==> config.mk <==
export PLATFORM = sky130hd
export DESIGN_NAME = aig_resp_misr
export DESIGN_NICKNAME = d
export VERILOG_FILES = /design/src/rtl/aig_mix_pkg.sv /design/src/rtl/aig_misr_core.sv /design/src/rtl/aig_resp_misr.sv
export SDC_FILE = /design/constraint.sdc
export NUM_CORES = 1
export LEC_CHECK = 0
export CAP_MARGIN = 30
export CORE_UTILIZATION = 42
export CTS_BUF_LIST = sky130_fd_sc_hd__clkbuf_16
export DETAILED_ROUTE_END_ITERATION = 10
export PLACE_DENSITY = 0.88
export SLEW_MARGIN = 20
export SYNTH_ARGS = -nofsm -noshare
export SYNTH_HDL_FRONTEND = slang
export SYNTH_SLANG_ARGS = --single-unit
==> constraint.sdc <==
create_clock -name clk -period 2.1 [get_ports clk]
set_clock_uncertainty 0.15 [all_clocks]
set_input_delay 0.42 -clock clk [delete_from_list [all_inputs] [get_ports clk]]
set_output_delay 0.42 -clock clk [all_outputs]
set_load 0.05 [all_outputs]
==> src/rtl/aig_mix_pkg.sv <==
// Shared types and constants for the AIG mix blocks and their response compactor.
// Holds the MISR step function so the signature core and the golden comparator agree.
package aig_mix_pkg;

    localparam int RESP_W = 64;

    localparam logic [RESP_W-1:0] MISR_POLY = 64'h8000_0000_0000_000D;
    localparam logic [RESP_W-1:0] MISR_SEED = 64'h0000_0000_0000_0000;

    typedef enum logic [1:0] {
        ST_IDLE = 2'd0,
        ST_RUN  = 2'd1,
        ST_DONE = 2'd2
    } misr_state_e;

    // One MISR step: shift left, feed the tap parity into bit 0, fold in the new vector.
    function automatic logic [RESP_W-1:0] misr_step(
        input logic [RESP_W-1:0] sig,
        input logic [RESP_W-1:0] data,
        input logic [RESP_W-1:0] poly
    );
        logic fb;
        fb = ^(sig & poly);
        return {sig[RESP_W-2:0], fb} ^ data;
    endfunction

endpackage

==> src/rtl/aig_misr_core.sv <==
// Signature register of the response compactor: seed load has priority over a step.
// Purely datapath; sequencing lives in aig_resp_misr.
module aig_misr_core
    import aig_mix_pkg::*;
#(
    parameter logic [RESP_W-1:0] POLY = MISR_POLY,
    parameter logic [RESP_W-1:0] SEED = MISR_SEED
) (
    input  logic              clk,
    input  logic              rst_n,
    input  logic              load,
    input  logic              en,
    input  logic [RESP_W-1:0] data,
    output logic [RESP_W-1:0] sig
);

    logic [RESP_W-1:0] sig_r;
    logic [RESP_W-1:0] sig_nxt_s;

    // Next signature: seed, one step, or hold.
    always_comb begin
        sig_nxt_s = sig_r;
        if (load) begin
            sig_nxt_s = SEED;
        end else if (en) begin
            sig_nxt_s = misr_step(sig_r, data, POLY);
        end else begin
            sig_nxt_s = sig_r;
        end
    end

    // Signature register.
    always_ff @(posedge clk or negedge rst_n) begin
        if (!rst_n) begin
            sig_r <= SEED;
        end else begin
            sig_r <= sig_nxt_s;
        end
    end

    assign sig = sig_r;

endmodule

==> src/rtl/aig_resp_misr.sv <==
// Response compactor: folds num_vec handshaked AIG vectors into a 64-bit MISR signature.
// Optional macro AIG_MISR_GOLDEN_CMP_EN adds a golden-signature compare (match/mismatch).
module aig_resp_misr
    import aig_mix_pkg::*;
#(
    parameter int                DATA_W = RESP_W,
    parameter int                CNT_W  = 16,
    parameter logic [DATA_W-1:0] POLY   = MISR_POLY,
    parameter logic [DATA_W-1:0] SEED   = MISR_SEED
) (
    input  logic              clk,
    input  logic              rst_n,
    input  logic              start,
    input  logic [CNT_W-1:0]  num_vec,
    input  logic              in_valid,
    input  logic [DATA_W-1:0] in_data,
    output logic              in_ready,
    output logic              busy,
    output logic              done,
    output logic [CNT_W-1:0]  vec_count,
    output logic [DATA_W-1:0] sig_out
`ifdef AIG_MISR_GOLDEN_CMP_EN
    ,
    input  logic [DATA_W-1:0] golden_sig,
    output logic              match,
    output logic              mismatch
`endif
);

    localparam logic [CNT_W-1:0] CNT_ZERO = {CNT_W{1'b0}};
    localparam logic [CNT_W-1:0] CNT_ONE  = {{(CNT_W-1){1'b0}}, 1'b1};

    misr_state_e       state_r;
    misr_state_e       next_state_s;
    logic [CNT_W-1:0]  num_lat_r;
    logic [CNT_W-1:0]  vec_count_r;
    logic              busy_r;
    logic              done_r;
    logic              in_ready_s;
    logic              start_acc_s;
    logic              beat_s;
    logic              last_beat_s;
    logic [DATA_W-1:0] sig_s;

    assign start_acc_s = start && ((state_r == ST_IDLE) || (state_r == ST_DONE));
    assign beat_s      = in_valid && in_ready_s;
    assign last_beat_s = beat_s && ((vec_count_r + CNT_ONE) == num_lat_r);

    // State register.
    always_ff @(posedge clk or negedge rst_n) begin
        if (!rst_n) begin
            state_r <= ST_IDLE;
        end else begin
            state_r <= next_state_s;
        end
    end

    // Next-state decode; a zero-length run skips RUN entirely.
    always_comb begin
        next_state_s = state_r;
        case (state_r)
            ST_IDLE, ST_DONE: begin
                if (start_acc_s) begin
                    next_state_s = (num_vec == CNT_ZERO) ? ST_DONE : ST_RUN;
                end else begin
                    next_state_s = state_r;
                end
            end
            ST_RUN: begin
                if (last_beat_s) begin
                    next_state_s = ST_DONE;
                end else begin
                    next_state_s = ST_RUN;
                end
            end
            default: next_state_s = ST_IDLE;
        endcase
    end

    // Handshake decode from state only, so nothing combinational reaches back to in_valid.
    always_comb begin
        in_ready_s = 1'b0;
        case (state_r)
            ST_RUN:  in_ready_s = 1'b1;
            default: in_ready_s = 1'b0;
        endcase
    end

    // Registered status flags track the state being entered.
    always_ff @(posedge clk or negedge rst_n) begin
        if (!rst_n) begin
            busy_r <= 1'b0;
            done_r <= 1'b0;
        end else begin
            busy_r <= (next_state_s == ST_RUN);
            done_r <= (next_state_s == ST_DONE);
        end
    end

    // Latched run length and accepted-beat counter.
    always_ff @(posedge clk or negedge rst_n) begin
        if (!rst_n) begin
            num_lat_r   <= CNT_ZERO;
            vec_count_r <= CNT_ZERO;
        end else if (start_acc_s) begin
            num_lat_r   <= num_vec;
            vec_count_r <= CNT_ZERO;
        end else if (beat_s) begin
            vec_count_r <= vec_count_r + CNT_ONE;
        end else begin
            vec_count_r <= vec_count_r;
        end
    end

    aig_misr_core #(
        .POLY (POLY),
        .SEED (SEED)
    ) u_core (
        .clk   (clk),
        .rst_n (rst_n),
        .load  (start_acc_s),
        .en    (beat_s),
        .data  (in_data),
        .sig   (sig_s)
    );

`ifdef AIG_MISR_GOLDEN_CMP_EN
    logic              match_r;
    logic              mismatch_r;
    logic              done_entry_s;
    logic [DATA_W-1:0] final_sig_s;

    // The signature about to be registered on the DONE entry edge.
    assign done_entry_s = (next_state_s == ST_DONE) && (start_acc_s || (state_r == ST_RUN));
    assign final_sig_s  = start_acc_s ? SEED : misr_step(sig_s, in_data, POLY);

    // Golden compare captured on DONE entry, cleared by any accepted start.
    always_ff @(posedge clk or negedge rst_n) begin
        if (!rst_n) begin
            match_r    <= 1'b0;
            mismatch_r <= 1'b0;
        end else if (done_entry_s) begin
            match_r    <= (final_sig_s == golden_sig);
            mismatch_r <= (final_sig_s != golden_sig);
        end else if (start_acc_s) begin
            match_r    <= 1'b0;
            mismatch_r <= 1'b0;
        end else begin
            match_r    <= match_r;
            mismatch_r <= mismatch_r;
        end
    end

    assign match    = match_r;
    assign mismatch = mismatch_r;
`else
`endif

    assign in_ready  = in_ready_s;
    assign busy      = busy_r;
    assign done      = done_r;
    assign vec_count = vec_count_r;
    assign sig_out   = sig_s;

endmodule

==> flow_summary.ini <==
[setup_path]
regToRegSetupSlack_ps = -3
startpoint_type = flop
slowest_delay_ps = 390
crit_buf_inv = 2
critPathKind = flop to flop
path_cells = ha_4 -> and4_4 -> buf_4 -> nand4_1 -> a211o_1 -> a2bb2oi_1 -> buf_4 -> a41oi_1
required_ps = 2150
reg2reg_depth = 8
crit_path_frequent_cell = buf_4
end_kind = flop
cp_slowest_cell = dfrtp_2
worst_ep_arrival_time_ps = 2150
critPathMaxFanout = 4
r2r_start = vec_count[1]
critPathTopFamily = compound AO/OA/AOI/OAI gates
crit_start = vec_count[1]
reg2reg_to = busy

[timing]
timing.final.crit_share_pct = 100
slew_violations = 0
relSlewSlack_pct = 66.3
fin_crit_ps = 2100
rsz0062_at_grt = yes
worst_pin_slew_ps = 505
final_hold_viol_count = 0
setup_slack_ps = -2.63
finalHoldWorstSlack_ps = 352
fmax_mhz = 476
finalSetupViolCount = 1

[outcome]
violations = design-rule violations, negative setup slack
status = finished, violations left

[detailed_routing]
drc_errors = 6
dr.pass1.iters = 7
ant_nets = 0
viasPerCell = 5.46
wire_per_inst_um = 16.5
wl_um = 14600
vias = 4807
drt_iter0_drc = 226

[yosys]
synth-main-ff-cell = dfrtp_1
ys_async_sr_fraction_pct = 100
synth_edf_count = 0
syn_nets = 622
synth_area_per_cell_um2 = 9.50
yosysUniqueCellTypes = 46
synth_area_um2 = 5100
ys_ff_latch = 100
yosysWarnings = 0
synth.area.top_cells = dfrtp_1 (49%), xnor2_1 (14%), o21ai_0 (7.8%)
syn_inst = 537
yosysTopAreaCell = dfrtp_1
yosysSeqAreaShare_pct = 49.1
synth.top_cell.area_share_pct = 49.1

[layout]
fin_cells = 880
drive_gt1_share_pct = 25.6
regArea_um2 = 2520
final_cell_mix = buf_4 (126), dfrtp_1 (87), clkdlybuf4s50_1 (82), xnor2_1 (80), o21ai_0 (79)
multi_input_area_um2 = 2580
layout_commonest_cell = buf_4
final_area_um2 = 7570
synthToLayoutAreaGrowth_pct = 48.5
fin_nets = 817
diodes = 0
fill_cells = 907

[clock_network]
cts_tree = done
clk_path_buf_depth = 2
cts-root-buf = clkbuf_16
cts.sinks = 100
cts-buffers-inserted = 9
h-tree-depth = 3
clk_latency_ps = 340
clk_pin_slew_worst_paths_ps = 70

[placement]
placed_cell_area_um2 = 7100
gp_congestion = 0.882
preCtsSetupSlack_ps = -257
port_buffers = 166
placed_cells = 859
hpwl_um = 10300

[global_routing]
grt_pass1_wl_um = 22900
grt_overflow = 0
track_usage_pct = 23.0
grt_max_degree = 87
grt_pass1_vias = 4668
antenna_found_initial = 0

[pwr]
leakagePower_uw = 0.00329
power.density_nw_per_um2 = 1580
ir_drop_mv = 1.03

[floorplanning]
rows = 39
io_pins = 167
die_h_um = 112
coreArea_um2 = 11600
die-area_um2 = 12600
die_w_um = 112
start_util_pct = 43.9

[min_path]
hold_class = flop to flop
min_from = num_lat_r[14]
hold-path-endpoint = num_lat_r[14]
whs_path_depth = 2

[job]
maxCapViolCount = 0
## power by group
group | leakage (uW) | switching (uW) | internal [uW]
Combinational | 0.00190 | 4170 | 2400
Clock | 0.000161 | 739 | 1040
Sequential | 0.00122 | 856 | 2740
## cell type report
class / instances / share of cell area, %
timing repair buffer: 222 / 25.9
clock inverter: 7 / 1.21
inverter: 4 / 0.198
sequential: 100 / 33.3
multi-input combinational: 395 / 34.1
tap: 143 / 2.36
clock buffer: 9 / 2.97
## metrics by stage
| stage | TNS, ps | utilization (%) | power (uW) |
|---|---|---|---|
| floorplan | -513 | - | 7910 |
| global placement | -2360 | 61.2 | 9930 |
| detailed placement | -3400 | 61.2 | 10100 |
| CTS | 0 | 64.1 | 11900 |
| global route | -90.5 | 65.2 | 12600 |
| finish | -2.63 | 65.2 | 12000 |
## logic make-up after synthesis
| group | share of synthesized area, % |
|---|---|
| and+or+nand+nor | 17.3 |
| muxes | 0.196 |
| buffers and inverters | 3.43 |
| AOI/OAI and AO/OA | 13.7 |
| xor gates and xnor gates | 16.1 |
| DFF | 49.1 |
| adders and majority gates | 0.245 |
## tightest hold or removal path, cell delays in order (launching register included)
cell and delay (ps):
dfrtp_1 360, nand2_1 60, nand2_1 50
## worst max-delay path by stage
stage / slack, ps / to / cells after the start
after floorplan: -140 / busy / 7
after global placement: -190 / vec_count[14] / 6
after detailed placement: -260 / vec_count[5] / 6
after CTS: 7 / done / 7
after global routing: -60 / busy / 8
final: -3 / busy / 8
## per-layer routing
layer | GRT usage, % | share of wire (%) | vias up
li1 | - | - | 2255
met1 | 28.8 | 41 | 2327
met2 | 38.9 | 50 | 196
met3 | 5.29 | 6.4 | 29
met4 | 8.62 | 2.4 | 0
met5 | 0 | 0 | -
## cells in the mapped netlist (5+ instances only)
cell and instances:
xor2_1 7, nand2_1 63, a211oi_1 6, buf_2 5, nor2b_1 5, and3_1 5
a21oi_1 11, clkbuf_1 24, dfrtp_1 100, nor2_1 15, nand3_1 69, o21ai_0 79
buf_1 7, nand4_1 6, nor4_1 7, xnor2_1 81
## sequential cells by signal, summed over array words and instances (netlist names)
register,count
done,1
busy,1
num_lat_r,16
state_r,2
vec_count,16
u_core.sig,64
## repair_timing
| action | in CTS | in global routing |
|---|---|---|
| resized for setup | 9 | 23 |
| setup buffers | 0 | 4 |
| cloned | 0 | 0 |
| hold buffers | 1 | 0 |
| pin swaps | 2 | 8 |
| endpoints found under the hold margin | 100 | 0 |
| setup endpoints to repair | 8 | 14 |
Note: power is estimated with default switching activity, not from simulation.
